--- src/rtl/acc_cpu_pkg.sv ---
// Shared opcodes, FSM state encoding and instruction-field helpers for the accumulator core.
package acc_cpu_pkg;

    localparam int OPC_W = 4;

    localparam logic [OPC_W-1:0] OP_NOP   = 4'h0;
    localparam logic [OPC_W-1:0] OP_LOAD  = 4'h1;
    localparam logic [OPC_W-1:0] OP_ADD   = 4'h2;
    localparam logic [OPC_W-1:0] OP_SUB   = 4'h3;
    localparam logic [OPC_W-1:0] OP_AND   = 4'h4;
    localparam logic [OPC_W-1:0] OP_OR    = 4'h5;
    localparam logic [OPC_W-1:0] OP_STORE = 4'h6;
    localparam logic [OPC_W-1:0] OP_OUT   = 4'h7;
    localparam logic [OPC_W-1:0] OP_LDI   = 4'h8;
    localparam logic [OPC_W-1:0] OP_JMP   = 4'h9;
    localparam logic [OPC_W-1:0] OP_JZ    = 4'hA;
    localparam logic [OPC_W-1:0] OP_JC    = 4'hB;
    localparam logic [OPC_W-1:0] OP_HALT  = 4'hF;

    typedef enum logic [2:0] {
        S_IDLE   = 3'd0,
        S_FETCH  = 3'd1,
        S_DECODE = 3'd2,
        S_EXEC   = 3'd3,
        S_HALTED = 3'd4
    } state_t;

    // The opcode sits directly above the operand field.
    function automatic int opc_lsb(input int addr_w);
        return addr_w;
    endfunction

    function automatic int instr_w(input int addr_w);
        return addr_w + OPC_W;
    endfunction

endpackage

--- src/rtl/acc_cpu_alu.sv ---
// Combinational ALU for the accumulator core: result, carry/borrow and zero for the ACC-writing ops.
module acc_cpu_alu
    import acc_cpu_pkg::*;
#(
    parameter int DATA_W = 8
) (
    input  logic [OPC_W-1:0]  opcode,
    input  logic [DATA_W-1:0] acc,
    input  logic [DATA_W-1:0] m,
    output logic [DATA_W-1:0] result,
    output logic              carry,
    output logic              zero
);

    logic [DATA_W:0] sum;
    logic [DATA_W:0] diff;

    // The extra top bit of the difference is the borrow (acc < m).
    assign sum  = {1'b0, acc} + {1'b0, m};
    assign diff = {1'b0, acc} - {1'b0, m};

    always_comb begin
        result = acc;
        carry  = 1'b0;
        case (opcode)
            OP_LOAD, OP_LDI: result = m;
            OP_ADD: begin
                result = sum[DATA_W-1:0];
                carry  = sum[DATA_W];
            end
            OP_SUB: begin
                result = diff[DATA_W-1:0];
                carry  = diff[DATA_W];
            end
            OP_AND:  result = acc & m;
            OP_OR:   result = acc | m;
            default: result = acc;
        endcase
    end

    assign zero = (result == '0);

endmodule

--- src/rtl/acc_cpu_core.sv ---
// Parametrised accumulator CPU core with fetch/decode/execute FSM and host-loaded data RAM.
// Optional single-step control is enabled by defining ACC_CPU_CORE_STEP_EN.
//
// state  | meaning
// IDLE   | after reset, waiting for start; host may write data RAM
// FETCH  | imem_addr = PC presented to program memory
// DECODE | IR captured from imem_rdata, PC incremented
// EXEC   | instruction executed
// HALTED | HALT retired; outputs held, host may write data RAM
module acc_cpu_core
    import acc_cpu_pkg::*;
#(
    parameter int DATA_W = 8,
    parameter int ADDR_W = 4,
    parameter int PC_W   = 8
) (
    input  logic                CLK,
    input  logic                RST_N,
    input  logic                start,
`ifdef ACC_CPU_CORE_STEP_EN
    input  logic                step,
`endif
    output logic [PC_W-1:0]     imem_addr,
    input  logic [3+ADDR_W:0]   imem_rdata,
    input  logic                dm_we,
    input  logic [ADDR_W-1:0]   dm_waddr,
    input  logic [DATA_W-1:0]   dm_wdata,
    output logic [DATA_W-1:0]   ACC_OUT,
    output logic [DATA_W-1:0]   OUT_PORT,
    output logic                out_valid,
    output logic                flag_z,
    output logic                flag_c,
    output logic                halted
);

    localparam int IW = instr_w(ADDR_W);
    localparam int OL = opc_lsb(ADDR_W);

    state_t            state;
    logic [PC_W-1:0]   pc;
    logic [IW-1:0]     ir;
    logic [DATA_W-1:0] acc;

    logic [DATA_W-1:0] dmem [2**ADDR_W];

    logic [OPC_W-1:0]  opcode;
    logic [ADDR_W-1:0] op;
    logic [DATA_W-1:0] mem_rd;
    logic [DATA_W-1:0] alu_m;
    logic [DATA_W-1:0] alu_result;
    logic              alu_carry;
    logic              alu_zero;
    logic [PC_W-1:0]   jump_tgt;
    logic              idle_like;
    logic              fetch_go;
    logic              host_we;
    logic              store_we;

    assign opcode    = ir[OL +: OPC_W];
    assign op        = ir[ADDR_W-1:0];
    assign mem_rd    = dmem[op];
    assign alu_m     = (opcode == OP_LDI) ? DATA_W'(op) : mem_rd;
    assign jump_tgt  = PC_W'(op);
    assign idle_like = (state == S_IDLE) || (state == S_HALTED);
    assign imem_addr = pc;

`ifdef ACC_CPU_CORE_STEP_EN
    assign fetch_go = step;
`else
    assign fetch_go = 1'b1;
`endif

    // Gating on RST_N keeps a reset that lands mid-EXEC from completing a STORE.
    assign host_we  = RST_N && dm_we && idle_like;
    assign store_we = RST_N && (state == S_EXEC) && (opcode == OP_STORE);

    acc_cpu_alu #(.DATA_W(DATA_W)) u_alu (
        .opcode (opcode),
        .acc    (acc),
        .m      (alu_m),
        .result (alu_result),
        .carry  (alu_carry),
        .zero   (alu_zero)
    );

    always_ff @(posedge CLK) begin
        if (host_we)
            dmem[dm_waddr] <= dm_wdata;
        else if (store_we)
            dmem[op] <= acc;
    end

    always_ff @(posedge CLK or negedge RST_N) begin
        if (!RST_N) begin
            state     <= S_IDLE;
            pc        <= '0;
            ir        <= '0;
            acc       <= '0;
            ACC_OUT   <= '0;
            OUT_PORT  <= '0;
            out_valid <= 1'b0;
            flag_z    <= 1'b0;
            flag_c    <= 1'b0;
            halted    <= 1'b0;
        end else begin
            ACC_OUT   <= acc;
            out_valid <= 1'b0;
            case (state)
                S_IDLE, S_HALTED: begin
                    if (start) begin
                        pc     <= '0;
                        halted <= 1'b0;
                        state  <= S_FETCH;
                    end
                end
                S_FETCH: begin
                    if (fetch_go)
                        state <= S_DECODE;
                end
                S_DECODE: begin
                    ir    <= imem_rdata;
                    pc    <= pc + PC_W'(1);
                    state <= S_EXEC;
                end
                S_EXEC: begin
                    state <= S_FETCH;
                    case (opcode)
                        OP_LOAD, OP_ADD, OP_SUB, OP_AND, OP_OR, OP_LDI: begin
                            acc    <= alu_result;
                            flag_z <= alu_zero;
                            if ((opcode == OP_ADD) || (opcode == OP_SUB))
                                flag_c <= alu_carry;
                        end
                        OP_OUT: begin
                            OUT_PORT  <= acc;
                            out_valid <= 1'b1;
                        end
                        OP_JMP: pc <= jump_tgt;
                        OP_JZ: begin
                            if (flag_z)
                                pc <= jump_tgt;
                        end
                        OP_JC: begin
                            if (flag_c)
                                pc <= jump_tgt;
                        end
                        OP_HALT: begin
                            state  <= S_HALTED;
                            halted <= 1'b1;
                        end
                        default: ;
                    endcase
                end
                default: state <= S_IDLE;
            endcase
        end
    end

endmodule
--- config.mk ---
export PLATFORM = sky130hd
export DESIGN_NAME = acc_cpu_core
export DESIGN_NICKNAME = d
export VERILOG_FILES = /design/src/rtl/acc_cpu_pkg.sv /design/src/rtl/acc_cpu_alu.sv /design/src/rtl/acc_cpu_core.sv
export SDC_FILE = /design/constraint.sdc
export NUM_CORES = 1
export LEC_CHECK = 0
export BUFFER_PORTS_ARGS = -buffer_cell sky130_fd_sc_hd__buf_2
export CORE_MARGIN = 5
export CORE_UTILIZATION = 40
export DETAILED_ROUTE_END_ITERATION = 10
export PLACE_DENSITY = 0.6
export SYNTH_ARGS = -nofsm -noshare
export SYNTH_HDL_FRONTEND = slang
export SYNTH_SLANG_ARGS = --single-unit
--- constraint.sdc ---
create_clock -name CLK -period 4.2 [get_ports CLK]
set_input_delay 0.63 -clock CLK [delete_from_list [all_inputs] [get_ports CLK]]
set_output_delay 0.63 -clock CLK [all_outputs]
set_load 0.02 [all_outputs]
# After elaboration in Yosys (flattened, before gate mapping)
# Memories as Yosys holds them, arrays and structs flattened.
# Cells that the tools add are included.
dict set report classes {
  magnitude_cmp 0
  shift 0
  reduce_logical 19
  div_mod_pow 0
  muxes 24
  eq_ne 21
  n_addsub 3
  bitwise_logic 2
  n_mul 0
}
# operator n
set ops {}
lappend ops {{$pmux 8 s3} 2}
lappend ops {{$mux 8} 5}
lappend ops {{$pmux 8 s5} 1}
lappend ops {{$eq 4x4->1 const B} 5}
lappend ops {{$eq 4x3->1 const B} 4}
lappend ops {{$pmux 3 s4} 1}
lappend ops {{$mux 1} 10}
lappend ops {{$add 8x8->9} 1}
lappend ops {{$sub 8x8->9} 1}
lappend ops {{$add 8x1->8 const B} 1}
lappend ops {{$and 8x8->8} 1}
lappend ops {{$eq 4x2->1 const B} 2}
lappend ops {{$logic_not 8->1} 1}
lappend ops {{$or 8x8->8} 1}
lappend ops {{$reduce_or 8->1} 1}
lappend ops {{$eq 3x2->1 const B} 2}
lappend ops {{$mux 3} 2}
lappend ops {{$ne 3x3->1 const B} 2}
lappend ops {{$reduce_and 3->1} 2}
lappend ops {{$reduce_or 6->1} 1}
lappend ops {{$reduce_and 5->1} 1}
lappend ops {{$eq 4x1->1 const B} 1}
lappend ops {{$logic_and 1x1->1} 4}
lappend ops {{$mux 4} 1}
lappend ops {{12 further kinds} 16}
dict set report word_totals {
  n_memories 1
  romBits 0
  wordCells 80
  output_inout_bits 28
  register_bits 47
  ramBits 128
  in_bits 24
  latchBits 0
}
# memory depth word_bits read_ports rd_ports_with_merged_regs write_ports line_no
set mem_list {}
lappend mem_list {dmem 16 8 1 0 1 acc_cpu_core.sv:44} ;# logic [DATA_W-1:0] dmem [2**ADDR_W];

# Depth between registers and ports, before layout
dict set report depth {
  ltp_word 8
  depth_mapped 18
  depth_no_buf 15
}

# Modules after synthesis
# A second synthesis with hierarchy kept.
dict set report hier_totals {
  hier_cells 642
  hier_area_um2 8687.1
}
# module instances cells_each area_each_um2 seq_area_each_um2
set by_module_without_submodules {}
lappend by_module_without_submodules {acc_cpu_core 1 428 7214.4 5019.8}
lappend by_module_without_submodules {acc_cpu_alu 1 214 1472.7 0.0}

# Worst setup path before layout
# Ideal clock, no wire load.
dict set report synth_path {
  path_type {register -> register}
  from {reg ir[1]}
  to {reg flag_z}
  setup_time_ps 95
  slack_ps 256
  path_buffers 3
  arrival_time_ps 3848
  stages_incl_launch_ff 18
  required_time_ps 4105
  synth_period_minus_slack_ps 3944
  cell_sequence {dfrtp_1 > buf_6 > buf_2 > buf_4 > mux4_2 > mux4_2 > nand2_1 > and2_1 > inv_1 > ha_1 > fa_1 > a21o_1 > a21oi_1 > nor3_1 > o31ai_1 > a41oi_1 > or2_2 > o31ai_1}
}
dict set report synth_via {
  elab_chain_len 5
  elab_cells_between_ends 8
  classes_between {2 x add/sub; 2 x mux; 2 x bitwise; 1 x reduce/logical; 1 x memory}
}
# item line_no
set synth_lines {}
lappend synth_lines {{start: declaration} acc_cpu_core.sv:41} ;# logic [IW-1:0] ir;
lappend synth_lines {{start signal: assignment} acc_cpu_core.sv:121} ;# ir <= imem_rdata;
lappend synth_lines {{$mem_v2 16x8} n/a}
lappend synth_lines {{$mux 8 *} acc_cpu_core.sv:62} ;# assign alu_m = (opcode == OP_LDI) ? DATA_W'(op) : mem_rd;
lappend synth_lines {{$sub 8x8->9, or another cell as far along} acc_cpu_alu.sv:20} ;# assign diff = {1'b0, acc} - {1'b0, m};
lappend synth_lines {{$pmux 8 s5 *} acc_cpu_alu.sv:25} ;# case (opcode)
lappend synth_lines {{$logic_not 8->1 *} acc_cpu_alu.sv:41} ;# assign zero = (result == '0);
lappend synth_lines {{end signal: assignment} acc_cpu_core.sv:130} ;# flag_z <= alu_zero;
lappend synth_lines {{end: declaration} acc_cpu_core.sv:31} ;# output logic flag_z,
# Mark *: on every way between the ends. The rest lies on a longest branch, timed or not.
# A chain may end at the register's enable or synchronous reset.

# Worst setup path in the final report
dict set report layout_path {
  from {reg ir[0]}
  to {reg flag_z}
}
# Same word-level chain as after synthesis.

==> metrics.csv <==
metric,value,unit
r2r worst-path depth,15,
GPL Wtd Cong,0.874,
hold_buf cts,0,
dominant cells by area after synthesis,"edfxtp_1 45%, dfrtp_1 14%, mux4_2 8.0%, ha_1 3.7%, mux2_2 3.2%",
gr ovfl total,0,
Synth Area in Simple Gates,0.0956,
Adder-Cell Fraction of Synth Area,0.0417,
CTS clock-pin slew for the worst setup and hold paths,0.07,ns
# rows,53,
layout cell share with drive strength beyond 1,0.251,
Vias,5521,
RSZ-0062 raised after global routing,false,
clock latency on the worst-skew pair,0.42,ns
maximum vdd drop,0.301,mV
crit path DAT,4.31,ns
final setup violating endpoints,0,
number of synthesized flops with an enable pin,128,
wire per inst,21.0,um
Die ar.,0.0242,mm2
I/O pin total,52,
synthesized flop and latch total,175,
critical-path maximum fanout,7,
Synth Area in XOR/XNOR,0.00620,
port bufs,51,
Initial DRC Count,318,
CP Data Required Time,4.54,ns
Synth async-reset ratio,0.269,
Avg Synthesized Cell Area,13.3,um2
drc violations,0,
MaxCap Viol Count,0,
placed cell count,953,
fmax,0.251,GHz
total track usage,0.177,
Synth Area in Compound Gates,0.0957,
Synth area leader,edfxtp_1,
Int Pwr,4.57,mW
first-pass GRT wire length,32.6,mm
status,finished clean,
final worst clock skew,0.00835,ns
Clock Path Buffers,2,
core area,0.0210,mm2
synthesized cell area,0.00847,mm2
Die Ht,156,um
Yosys top cell area share,0.454,
mux cell area share after synthesis,0.132,
min cycle time layout,3.98,ns
setup_tns,0,ns
Yosys warning count,0,
critical path class,flop to flop,
Post-Route WL,20.8,mm
post-synthesis net count,688,
Final Cycle Share,0.947,
post-synthesis cell count,637,
initial antenna violation count,0,
largest net degree at the start of global routing,49,
Clk pwr share,0.202,
max_slew headroom,0.191,
Hold Path Class,input port to asynchronous set/reset pin,
Unique masters post-synth,62,
antenna diode count,0,
P_sw,3.15,mW
Static Leak,3.70,nW
measured slew at the worst slew-check pin,1.20,ns
max-slew violation count,0,
startpoint types,flop,
post-route ant nets,0,
"Seq/Total Area, Yosys",0.593,
"Cell Count, Final, Fillers Out",987,
H-Tree Depth,4,
dominant synthesized flop cell,edfxtp_1,
total CTS buffers,17,
# nets final,750,
Starting Density,0.404,
clock sinks,175,
via count of the first global-routing pass,5567,
die width,156,um
Final Hold Viols,0,
post-DR vias/cell,5.59,
main combinational cell family by area after synthesis,multiplexers,
PD cells,792,mW/mm2
Logic pwr share,0.503,
Layout Area Growth over Synthesis,15.1,%
CTS tree,built,
sw frac,0.408,
critical path capture point type,flop,
DP HPWL,14.6,mm
Flop pwr share,0.295,
Root Driver,clkbuf_16,
drt first pass iters,5,
-- flip-flops by register name (all words and copies together), names as in the netlist --
name	flops
ACC_OUT	8
OUT_PORT	8
acc	8
dmem	128
flag_c	1
flag_z	1
halted	1
imem_addr	8
ir	8
out_valid	1
state	3
-- cells in the mapped netlist (5+ instances only) --
cell and n:
mux4_2 30, nand2b_1 6, inv_1 37, nor2_1 55, nor3_1 8, buf_2 9
and3_1 5, nand3b_1 5, ha_1 25, a31oi_1 6, mux2i_1 7, edfxtp_1 128
clkbuf_1 18, nand2_1 50, o21ai_0 38, dfrtp_1 47, a21o_1 6, o31ai_1 7
nor2b_1 12, mux2_2 24, a21oi_1 21, nand3_1 7, a211oi_1 6
-- worst paths after layout --
kind	startpoint	endpoint	slack [ns]
setup / recovery	ir[0]$_DFFE_PN0P_	flag_z$_DFFE_PN0P_	0.22
hold / removal	RST_N	flag_c$_DFFE_PN0P_	0.37
setup reg to reg	ir[0]$_DFFE_PN0P_	flag_z$_DFFE_PN0P_	0.22
hold reg to reg	OUT_PORT[0]$_DFFE_PN0P_	OUT_PORT[0]$_DFFE_PN0P_	0.50
max in group asynchronous	RST_N	ir[0]$_DFFE_PN0P_	3.37
min in group CLK	imem_rdata[1]	ir[1]$_DFFE_PN0P_	0.42
-- logic make-up after synthesis --
group	after synthesis
flops	175
simple gates	169
compound gates	124
buf+inv	71
mux	65
fa+ha+maj	27
xor+xnor	6
-- per-stage QoR --
step           worst slack, ns  area (um2)  hold slack [ns]  power [mW]   util
6_report                 0.223        9750            0.371        7.73  0.465
5_1_grt                0.00766        9750            0.420        8.22  0.465
4_1_cts                 0.0681        9700            0.377        7.60  0.463
3_5_place_dp            0.0946        9110            0.489        6.03  0.435
3_3_place_gp             0.229        9110            0.467        6.02  0.435
2_1_floorplan            0.256        8470            0.334        4.95      -
-- area by class of cell --
class                           instances  area, um2
Clock buffer                           17        425
Clock inverter                         15        161
Fill cell                            1898      11200
Inverter                               37        139
Multi-Input combinational cell        391       3190
Sequential cell                       175       5020
Tap cell                              275        344
Timing Repair Buffer                   77        475
-- power by group through the flow --
stage	logic (mW)	clock network, mW	registers, mW
2_1_floorplan	2.64	0	2.31
3_3_place_gp	3.71	0	2.31
3_5_place_dp	3.71	0	2.32
4_1_cts	3.74	1.58	2.28
5_1_grt	4.25	1.66	2.31
6_report	3.88	1.56	2.28
-- critical path, cell delays in order, from the launching register on --
cell	delay (ns)
dfrtp_2	0.49
mux4_2	0.54
mux4_2	0.50
nand2_1	0.08
and2_1	0.14
inv_1	0.07
ha_1	0.22
inv_1	0.08
fa_1	0.19
nand2b_1	0.10
a211oi_2	0.31
mux2_2	0.37
o21ai_1	0.14
a41oi_1	0.15
or2_2	0.32
o31ai_2	0.20
-- routing by layer --
metal | track usage | vias to the layer above | share of wire
li1 | - | 2522 | -
met3 | 0.0281 | 25 | 0.048
met4 | 0.0592 | 0 | 0.020
met5 | 0 | - | 0
met2 | 0.296 | 155 | 0.51
met1 | 0.238 | 2819 | 0.42
-- placed cells by master, fill, tap and decap left out, types with 20 or more instances in the layout --
master	instances
a21oi_1	20
buf_2	51
buf_4	24
dfrtp_1	46
edfxtp_1	128
ha_1	24
inv_1	37
mux2_2	24
mux4_2	30
nand2_1	49
nor2_1	55
o21ai_0	37
-- timing repair --
| action | CTS | global route |
|---|---|---|
| endpoints found under the setup margin | 0 | 2 |
| setup buffers | 0 | 2 |
| endpoints found under the hold margin | 0 | 0 |
| resized for setup | 0 | 10 |
(Power assumes the default switching activity.)
